--- src/rtl/riscv_pkg.sv ---
// riscv_pkg: instruction-type and fetch-FSM types, opcode constants and
// opcode classification helpers shared by the front end and the type controller.
package riscv_pkg;

  // Instruction format as seen by the control logic
  typedef enum logic [2:0] {
    TYPE_R = 3'd0,
    TYPE_I = 3'd1,
    TYPE_S = 3'd2,
    TYPE_B = 3'd3,
    TYPE_J = 3'd4,
    TYPE_U = 3'd5
  } inst_type_t;

  // Fetch sequencer states
  typedef enum logic [2:0] {
    ST_IDLE  = 3'd0,
    ST_REQ   = 3'd1,
    ST_WAIT  = 3'd2,
    ST_VALID = 3'd3,
    ST_HALT  = 3'd4
  } fetch_state_t;

  // Base opcodes
  localparam logic [6:0] OPC_OP     = 7'b0110011;
  localparam logic [6:0] OPC_OP_IMM = 7'b0010011;
  localparam logic [6:0] OPC_LOAD   = 7'b0000011;
  localparam logic [6:0] OPC_JALR   = 7'b1100111;
  localparam logic [6:0] OPC_SYSTEM = 7'b1110011;
  localparam logic [6:0] OPC_STORE  = 7'b0100011;
  localparam logic [6:0] OPC_BRANCH = 7'b1100011;
  localparam logic [6:0] OPC_JAL    = 7'b1101111;
  localparam logic [6:0] OPC_LUI    = 7'b0110111;
  localparam logic [6:0] OPC_AUIPC  = 7'b0010111;

  // funct3 values of register-register ops, used by the type controller
  typedef enum logic [2:0] {
    F3_ADD_SUB = 3'b000,
    F3_SLL     = 3'b001,
    F3_SLT     = 3'b010,
    F3_SLTU    = 3'b011,
    F3_XOR     = 3'b100,
    F3_SRL_SRA = 3'b101,
    F3_OR      = 3'b110,
    F3_AND     = 3'b111
  } R_funct3_t;

  // ALU operation selected by the type controller
  typedef enum logic [3:0] {
    ALU_ADD    = 4'd0,
    ALU_SUB    = 4'd1,
    ALU_SLL    = 4'd2,
    ALU_SLT    = 4'd3,
    ALU_SLTU   = 4'd4,
    ALU_XOR    = 4'd5,
    ALU_SRL    = 4'd6,
    ALU_SRA    = 4'd7,
    ALU_OR     = 4'd8,
    ALU_AND    = 4'd9,
    ALU_PASS_B = 4'd10
  } ALU_func_t;

  // True for every opcode in the supported map (all of them end in 2'b11)
  function automatic logic opcode_known(input logic [6:0] opc);
    case (opc)
      OPC_OP, OPC_OP_IMM, OPC_LOAD, OPC_JALR, OPC_SYSTEM,
      OPC_STORE, OPC_BRANCH, OPC_JAL, OPC_LUI, OPC_AUIPC: return 1'b1;
      default: return 1'b0;
    endcase
  endfunction

  // Format of a known opcode; unknown ones fall back to I
  function automatic inst_type_t opcode_type(input logic [6:0] opc);
    case (opc)
      OPC_OP:              return TYPE_R;
      OPC_STORE:           return TYPE_S;
      OPC_BRANCH:          return TYPE_B;
      OPC_JAL:             return TYPE_J;
      OPC_LUI, OPC_AUIPC:  return TYPE_U;
      default:             return TYPE_I;
    endcase
  endfunction

endpackage

--- src/rtl/imm_gen.sv ---
// imm_gen: combinational immediate extraction. Only instr[31:7] carries
// immediate bits, so the opcode field is not brought in.
module imm_gen
  import riscv_pkg::*;
(
  input  logic [31:7] i_instr,
  input  inst_type_t  i_inst_type,
  output logic [31:0] o_imm
);

  // Assemble and sign-extend the immediate for the given format
  always_comb begin
    o_imm = '0;
    case (i_inst_type)
      TYPE_I: o_imm = {{20{i_instr[31]}}, i_instr[31:20]};
      TYPE_S: o_imm = {{20{i_instr[31]}}, i_instr[31:25], i_instr[11:7]};
      TYPE_B: o_imm = {{19{i_instr[31]}}, i_instr[31], i_instr[7],
                       i_instr[30:25], i_instr[11:8], 1'b0};
      TYPE_J: o_imm = {{11{i_instr[31]}}, i_instr[31], i_instr[19:12],
                       i_instr[20], i_instr[30:21], 1'b0};
      TYPE_U: o_imm = {i_instr[31:12], 12'b0};
      default: o_imm = '0;
    endcase
  end

endmodule

--- src/rtl/inst_fetch_decode.sv ---
// inst_fetch_decode: fetch sequencer (IDLE/REQ/WAIT/VALID[/HALT]) plus decoder.
// Optional feature macro: ILLEGAL_INST_EN adds the illegal output and HALT.
//
// Handshakes: imem_req is held until imem_gnt; the word arrives later on
// imem_rvalid (only honoured in WAIT). On the decode side an instruction
// transfers on a cycle where dec_valid && dec_ready; while dec_valid is high
// and dec_ready low every decode output holds its value.
module inst_fetch_decode
  import riscv_pkg::*;
#(
  parameter int              XLEN     = 32,
  parameter logic [XLEN-1:0] RESET_PC = '0
) (
  input  logic            clk,
  input  logic            reset,
  output logic            imem_req,
  output logic [XLEN-1:0] imem_addr,
  input  logic            imem_gnt,
  input  logic            imem_rvalid,
  input  logic [31:0]     imem_rdata,
  input  logic            redirect,
  input  logic [XLEN-1:0] redirect_pc,
  output logic            dec_valid,
  input  logic            dec_ready,
  output logic [XLEN-1:0] dec_pc,
  output inst_type_t      inst_type,
  output logic [4:0]      rd,
  output logic [4:0]      rs1,
  output logic [4:0]      rs2,
  output logic [2:0]      funct3,
  output logic [6:0]      funct7,
  output logic [XLEN-1:0] imm,
  output fetch_state_t    dbg_state
`ifdef ILLEGAL_INST_EN
  ,
  output logic            illegal
`endif
);

  fetch_state_t    r_state, w_state_nxt;
  logic [XLEN-1:0] r_pc, w_pc_nxt;
  logic            r_drop, w_drop_nxt;
  logic            w_latch;
  logic [XLEN-1:0] r_dec_pc;
  inst_type_t      r_type, w_type;
  logic [4:0]      r_rd, r_rs1, r_rs2, w_rd, w_rs1, w_rs2;
  logic [2:0]      r_funct3;
  logic [6:0]      r_funct7;
  logic [XLEN-1:0] r_imm, w_imm;
  logic            w_known;
  logic [6:0]      w_opcode;
  logic            w_unused_pc_lsb;
`ifdef ILLEGAL_INST_EN
  logic            r_illegal;
`endif

  assign w_opcode        = imem_rdata[6:0];
  assign w_unused_pc_lsb = ^redirect_pc[1:0];

  // Classify the incoming word and pick the register fields its format uses
  always_comb begin
    w_known = opcode_known(w_opcode);
    w_type  = w_known ? opcode_type(w_opcode) : TYPE_I;
    w_rd    = imem_rdata[11:7];
    w_rs1   = imem_rdata[19:15];
    w_rs2   = imem_rdata[24:20];
    case (w_type)
      TYPE_I:         w_rs2 = '0;
      TYPE_S, TYPE_B: w_rd  = '0;
      TYPE_J, TYPE_U: begin
        w_rs1 = '0;
        w_rs2 = '0;
      end
      default: ;
    endcase
    // Unknown words become a NOP-like I-type that writes nothing
    if (!w_known) w_rd = '0;
  end

  imm_gen u_imm_gen (
    .i_instr     (imem_rdata[31:7]),
    .i_inst_type (w_type),
    .o_imm       (w_imm)
  );

  // Next-state, next-PC and drop-flag logic; redirect wins over pc+4
  always_comb begin
    w_state_nxt = r_state;
    w_pc_nxt    = r_pc;
    w_drop_nxt  = r_drop;
    w_latch     = 1'b0;
    case (r_state)
      ST_IDLE: w_state_nxt = ST_REQ;
      ST_REQ: begin
        if (imem_gnt) begin
          w_state_nxt = ST_WAIT;
          // Response to the old PC is already in flight
          w_drop_nxt  = redirect;
        end
      end
      ST_WAIT: begin
        if (imem_rvalid) begin
          w_drop_nxt = 1'b0;
          if (r_drop || redirect) begin
            w_state_nxt = ST_REQ;
          end else begin
            w_latch     = 1'b1;
            w_state_nxt = ST_VALID;
          end
        end else if (redirect) begin
          w_drop_nxt = 1'b1;
        end
      end
      ST_VALID: begin
        if (redirect) begin
          w_state_nxt = ST_REQ;
        end else if (dec_ready) begin
          w_pc_nxt = r_pc + XLEN'(4);
`ifdef ILLEGAL_INST_EN
          w_state_nxt = r_illegal ? ST_HALT : ST_REQ;
`else
          w_state_nxt = ST_REQ;
`endif
        end
      end
      ST_HALT: begin
        if (redirect) w_state_nxt = ST_REQ;
      end
      default: w_state_nxt = ST_IDLE;
    endcase
    if (redirect) w_pc_nxt = {redirect_pc[XLEN-1:2], 2'b00};
  end

  // State, PC and decoded-instruction registers
  always_ff @(posedge clk or negedge reset) begin
    if (!reset) begin
      r_state   <= ST_IDLE;
      r_pc      <= RESET_PC;
      r_drop    <= 1'b0;
      r_dec_pc  <= '0;
      r_type    <= TYPE_R;
      r_rd      <= '0;
      r_rs1     <= '0;
      r_rs2     <= '0;
      r_funct3  <= '0;
      r_funct7  <= '0;
      r_imm     <= '0;
`ifdef ILLEGAL_INST_EN
      r_illegal <= 1'b0;
`endif
    end else begin
      r_state <= w_state_nxt;
      r_pc    <= w_pc_nxt;
      r_drop  <= w_drop_nxt;
      if (w_latch) begin
        r_dec_pc  <= r_pc;
        r_type    <= w_type;
        r_rd      <= w_rd;
        r_rs1     <= w_rs1;
        r_rs2     <= w_rs2;
        r_funct3  <= imem_rdata[14:12];
        r_funct7  <= imem_rdata[31:25];
        r_imm     <= w_imm;
`ifdef ILLEGAL_INST_EN
        r_illegal <= !w_known;
`endif
      end
    end
  end

  assign imem_req  = (r_state == ST_REQ);
  assign imem_addr = imem_req ? r_pc : '0;
  assign dec_valid = (r_state == ST_VALID);
  assign dec_pc    = r_dec_pc;
  assign inst_type = r_type;
  assign rd        = r_rd;
  assign rs1       = r_rs1;
  assign rs2       = r_rs2;
  assign funct3    = r_funct3;
  assign funct7    = r_funct7;
  assign imm       = r_imm;
  assign dbg_state = r_state;
`ifdef ILLEGAL_INST_EN
  assign illegal   = r_illegal && dec_valid;
`endif

endmodule

--- config.mk ---
export PLATFORM = sky130hd
export DESIGN_NAME = inst_fetch_decode
export DESIGN_NICKNAME = d
export VERILOG_FILES = /design/src/rtl/riscv_pkg.sv /design/src/rtl/imm_gen.sv /design/src/rtl/inst_fetch_decode.sv
export SDC_FILE = /design/constraint.sdc
export NUM_CORES = 1
export LEC_CHECK = 0
export ABC_CLOCK_PERIOD_IN_PS = 2400
export BUFFER_PORTS_ARGS = -buffer_cell sky130_fd_sc_hd__buf_4
export CORE_MARGIN = 3
export CORE_UTILIZATION = 45
export DETAILED_ROUTE_END_ITERATION = 10
export HOLD_SLACK_MARGIN = 0.08
export PLACE_DENSITY = 0.71
export SLEW_MARGIN = 30
export SYNTH_ARGS = -nofsm -noshare
export SYNTH_HDL_FRONTEND = slang
export SYNTH_SLANG_ARGS = --single-unit
--- constraint.sdc ---
create_clock -name clk -period 2.4 [get_ports clk]
set_clock_uncertainty 0.1 [all_clocks]
set_input_delay 0.48 -clock clk [delete_from_list [all_inputs] [get_ports clk]]
set_output_delay 0.48 -clock clk [all_outputs]
set_load 0.02 [all_outputs]
==> impl_results.md <==
* Routability cong. at approximately 0.84
* CTS Buf Count at 17
* Worst setup path endpoint: imem_addr[20]
* Setup Buffers After CTS at 0
* Met3 wire len at about 1500 um
* Min Tclk post-route at around 2.3 ns
* Via/cell ratio at 5.292
* Initial DRC Count at 440
* Max-cap viol count at 0
* Clock latency at the later pin of the worst-skew pair at approximately 0.42 ns
* DRC errors left at 0
* Clock Path Buffers at 2
* Placeable Area at around 12000 um2
* CP startpoint kind: flip-flop
* FF-to-FF End: r_pc[19]
* Flop2flop setup slack at 0.19 ns
* Worst path cell trace: nor2b_2 > buf_4 > and2_1 > buf_4
* Worst path most repeated cell: buf_4
* Post-DRT Antenna Nets at 0
* # setup viols final at 0
* M1 wire length at approximately 6600 um
* Worst path arrival time at around 1.7 ns
* Syn Area/Cell at ~10 um2
* Utilization after layout at between 60% and 70%
* R2r worst-path depth at 5
* Hold Fails Final Rpt at 0
* Syn Std Cell Area at around 5700 um2
* Worst-margin pin slew at 0.6706 ns
* Initial Util at 46.56%
* Slew headroom at between 50% and 60%
* CP Launch Point: dbg_state[0]
* Worst Setup End Kind: output pin
* Crit-path slowest cell: dfrtp_1
* CTS clock-pin slew for the worst setup and hold paths at 0.05 ns
* Layout fillers at 1033
* Nets at between 800 and 900
* Post-synthesis sequential area ratio at between 50% and 60%
* Netlist cell types at 46
* N_diodes at 0
* IO Port Bufs at around 190
* Die W at about 120 um
* Status: finished, final reports clean
* Wirelength per Cell at around 17 um
* Top-level I/O count at between 150 and 200
* Via Count at around 5.0k
* #FFs+latches synth at ~120
* Pwr dens at 1174 nW/um2
* Number of synthesis warnings at 0
* Worst min path class: primary input to flip-flop
* Number of global-route vias before repair at ~5k
* Mapped Cells at around 570
* Crit path max fanout at 21
* Tcrit/Tclk final at between 90% and 100%
* Leak at 4.009 nW
* Seq. cell area at 3078 um2
* Reg2reg start: dbg_state[1]
* Area of the multi-input gates at around 2400 um2
* WL met2 at between 7000 and 8000 um
* Height of the die at ~120 um
* First-pass GRT wire length at about 26000 um
* Root buffer cell: clkbuf_16
* Critical path class: flip-flop to output pin
* Worst path max stage delay at between 0.5 and 0.6 ns
* GRT Util Overall at 22.67%
* Max layer used: met4
* Num Clock Sinks at approximately 120
* Total gr overflow at 0
* CTS tree: done
* Syn-to-layout area delta at 39.57%
* Largest net degree at the start of global routing at 59
* Initial antenna violation count at 0
* FMAX at approximately 440 MHz
* Share of post-route cells with drive strength above 1 at 33.33%
* WL final at 16120 um
* Max Slew Vio Count at 0
* Critical Path RT at 1.82 ns
* Worst VDD drop at 536.0 uV
* DRT Pass-1 Iters at 5
* Die Area at about 14000 um2
* Total power at about 9 mW
* Hpwl dp at 11450 um
* H-tree depth at 4
* Final Hold Slack at approximately 0.17 ns
* Site row count at 40
==> critical path, delay by kind of cell (launching register included) <==
kind / cells / cell delay, ns
AND/OR/NAND/NOR: 2 / 0.41
buffers and inverters: 2 / 0.38
flip-flops: 1 / 0.51
==> synthesized netlist by cell type, drive strengths merged <==
library cell,number,area [um2]
o21ai,35,178.9
clkdlybuf4s50,1,11.26
a22oi,3,22.52
or4,2,22.52
a31oi,1,6.260
mux2,4,45.04
clkbuf,27,141.4
and4b,1,10.01
a211oi,2,15.01
o221ai,1,8.760
conb,1,3.750
ha,1,12.51
dfrtp,123,3078
inv,8,30.03
xor2,19,166.4
nand4,15,108.9
a21o,5,37.54
a21oi,4,20.02
nand2b,1,6.260
and4,2,17.52
nand2,156,585.6
nor4,3,25.02
mux2i,3,30.03
a221o,19,190.2
xnor2,10,87.58
a22o,25,219.0
and3,10,62.56
nand3,17,90.09
buf,9,52.55
a2111oi,2,23.77
a32oi,1,8.760
o311ai,1,8.760
nor2b,3,18.77
and2,33,207.7
nor3b,1,7.510
nor2,18,67.56
nor3,7,35.03
==> registers in the layout (all words and copies together) (netlist names) <==
signal / cells
r_drop: 1
rs1: 5
funct3: 3
rs2: 5
imm: 32
r_pc: 30
dec_pc: 30
funct7: 7
dbg_state: 2
rd: 5
inst_type: 3
==> cells in the final DEF (no fill, tap or decap), types with 10 or more instances in the layout <==
cell / count
a22o_1: 25
nand4_1: 14
o21ai_0: 34
nand3_1: 15
xor2_1: 19
a221o_1: 19
nor2_1: 16
dfrtp_1: 123
clkbuf_16: 17
nand2_1: 156
xnor2_1: 10
buf_4: 210
and2_1: 31
==> repair_timing <==
action                                  4_1_cts  5_1_grt
endpoints found under the hold margin        31        0
endpoints found under the setup margin        0       15
resized for setup                             0        5
hold buffers                                  1        0
==> layout make-up <==
class | instances | area share, %
Multi-Input combinational cell | 411 | 30.43
Tap cell | 168 | 2.659
Inverter | 8 | 0.3799
Timing Repair Buffer | 213 | 20.58
Clock buffer | 22 | 6.126
Clock inverter | 9 | 0.8865
Sequential cell | 123 | 38.94
==> per-stage QoR <==
step | instances | setup TNS (ns) | worst slack, ns | area, um2
4_1_cts | 953 | 0 | 0.1329 | 7880
6_report | 954 | 0 | 0.1106 | 7904
3_3_place_gp | 921 | 0 | 0.1892 | 7316
5_1_grt | 954 | -0.005933 | -0.005933 | 7904
3_5_place_dp | 921 | 0 | 0.1279 | 7316
2_1_floorplan | 578 | 0 | 0.1783 | 5678
==> logic make-up (layout without fill, tap and decap cells) <==
| group | after synthesis | count (layout) | share of synthesized area, % |
|---|---|---|---|
| simple gates | 269 | 270 | 22.34 |
| flops | 123 | 123 | 54.35 |
| compound gates | 99 | 99 | 13.06 |
| buf+inv | 45 | 252 | 4.154 |
| xor+xnor | 29 | 29 | 4.485 |
| mux | 7 | 7 | 1.326 |
| fa+ha+maj | 1 | 1 | 0.2209 |
| other cells | 1 | 5 | 0.06622 |
==> routing by layer <==
| metal | track usage [%] | up-vias |
|---|---|---|
| li1 | - | 2384 |
| met1 | 28.71 | 2421 |
| met2 | 35.94 | 221 |
| met3 | 7.990 | 23 |
| met4 | 8.352 | 0 |
| met5 | 0 | - |
==> worst min path at each step <==
stage	cells past startpoint	endpoint	start	slack, ns
after global routing	3	r_pc[18]	redirect_pc[18]	0.16
final	3	r_pc[3]	redirect_pc[3]	0.17
after global placement	1	imm[5]	reset	0.36
after floorplan	0	dbg_state[0]	reset	0.08
after detailed placement	2	funct7[6]	funct7[6]	0.36
after CTS	3	r_pc[3]	redirect_pc[3]	0.15
==> power breakdown <==
group          internal [mW]  switching [mW]
sequential              2.75           0.498
combinational           1.64            1.99
clock                   1.51           0.882
total                   5.90            3.37
(Power assumes the default switching activity.)
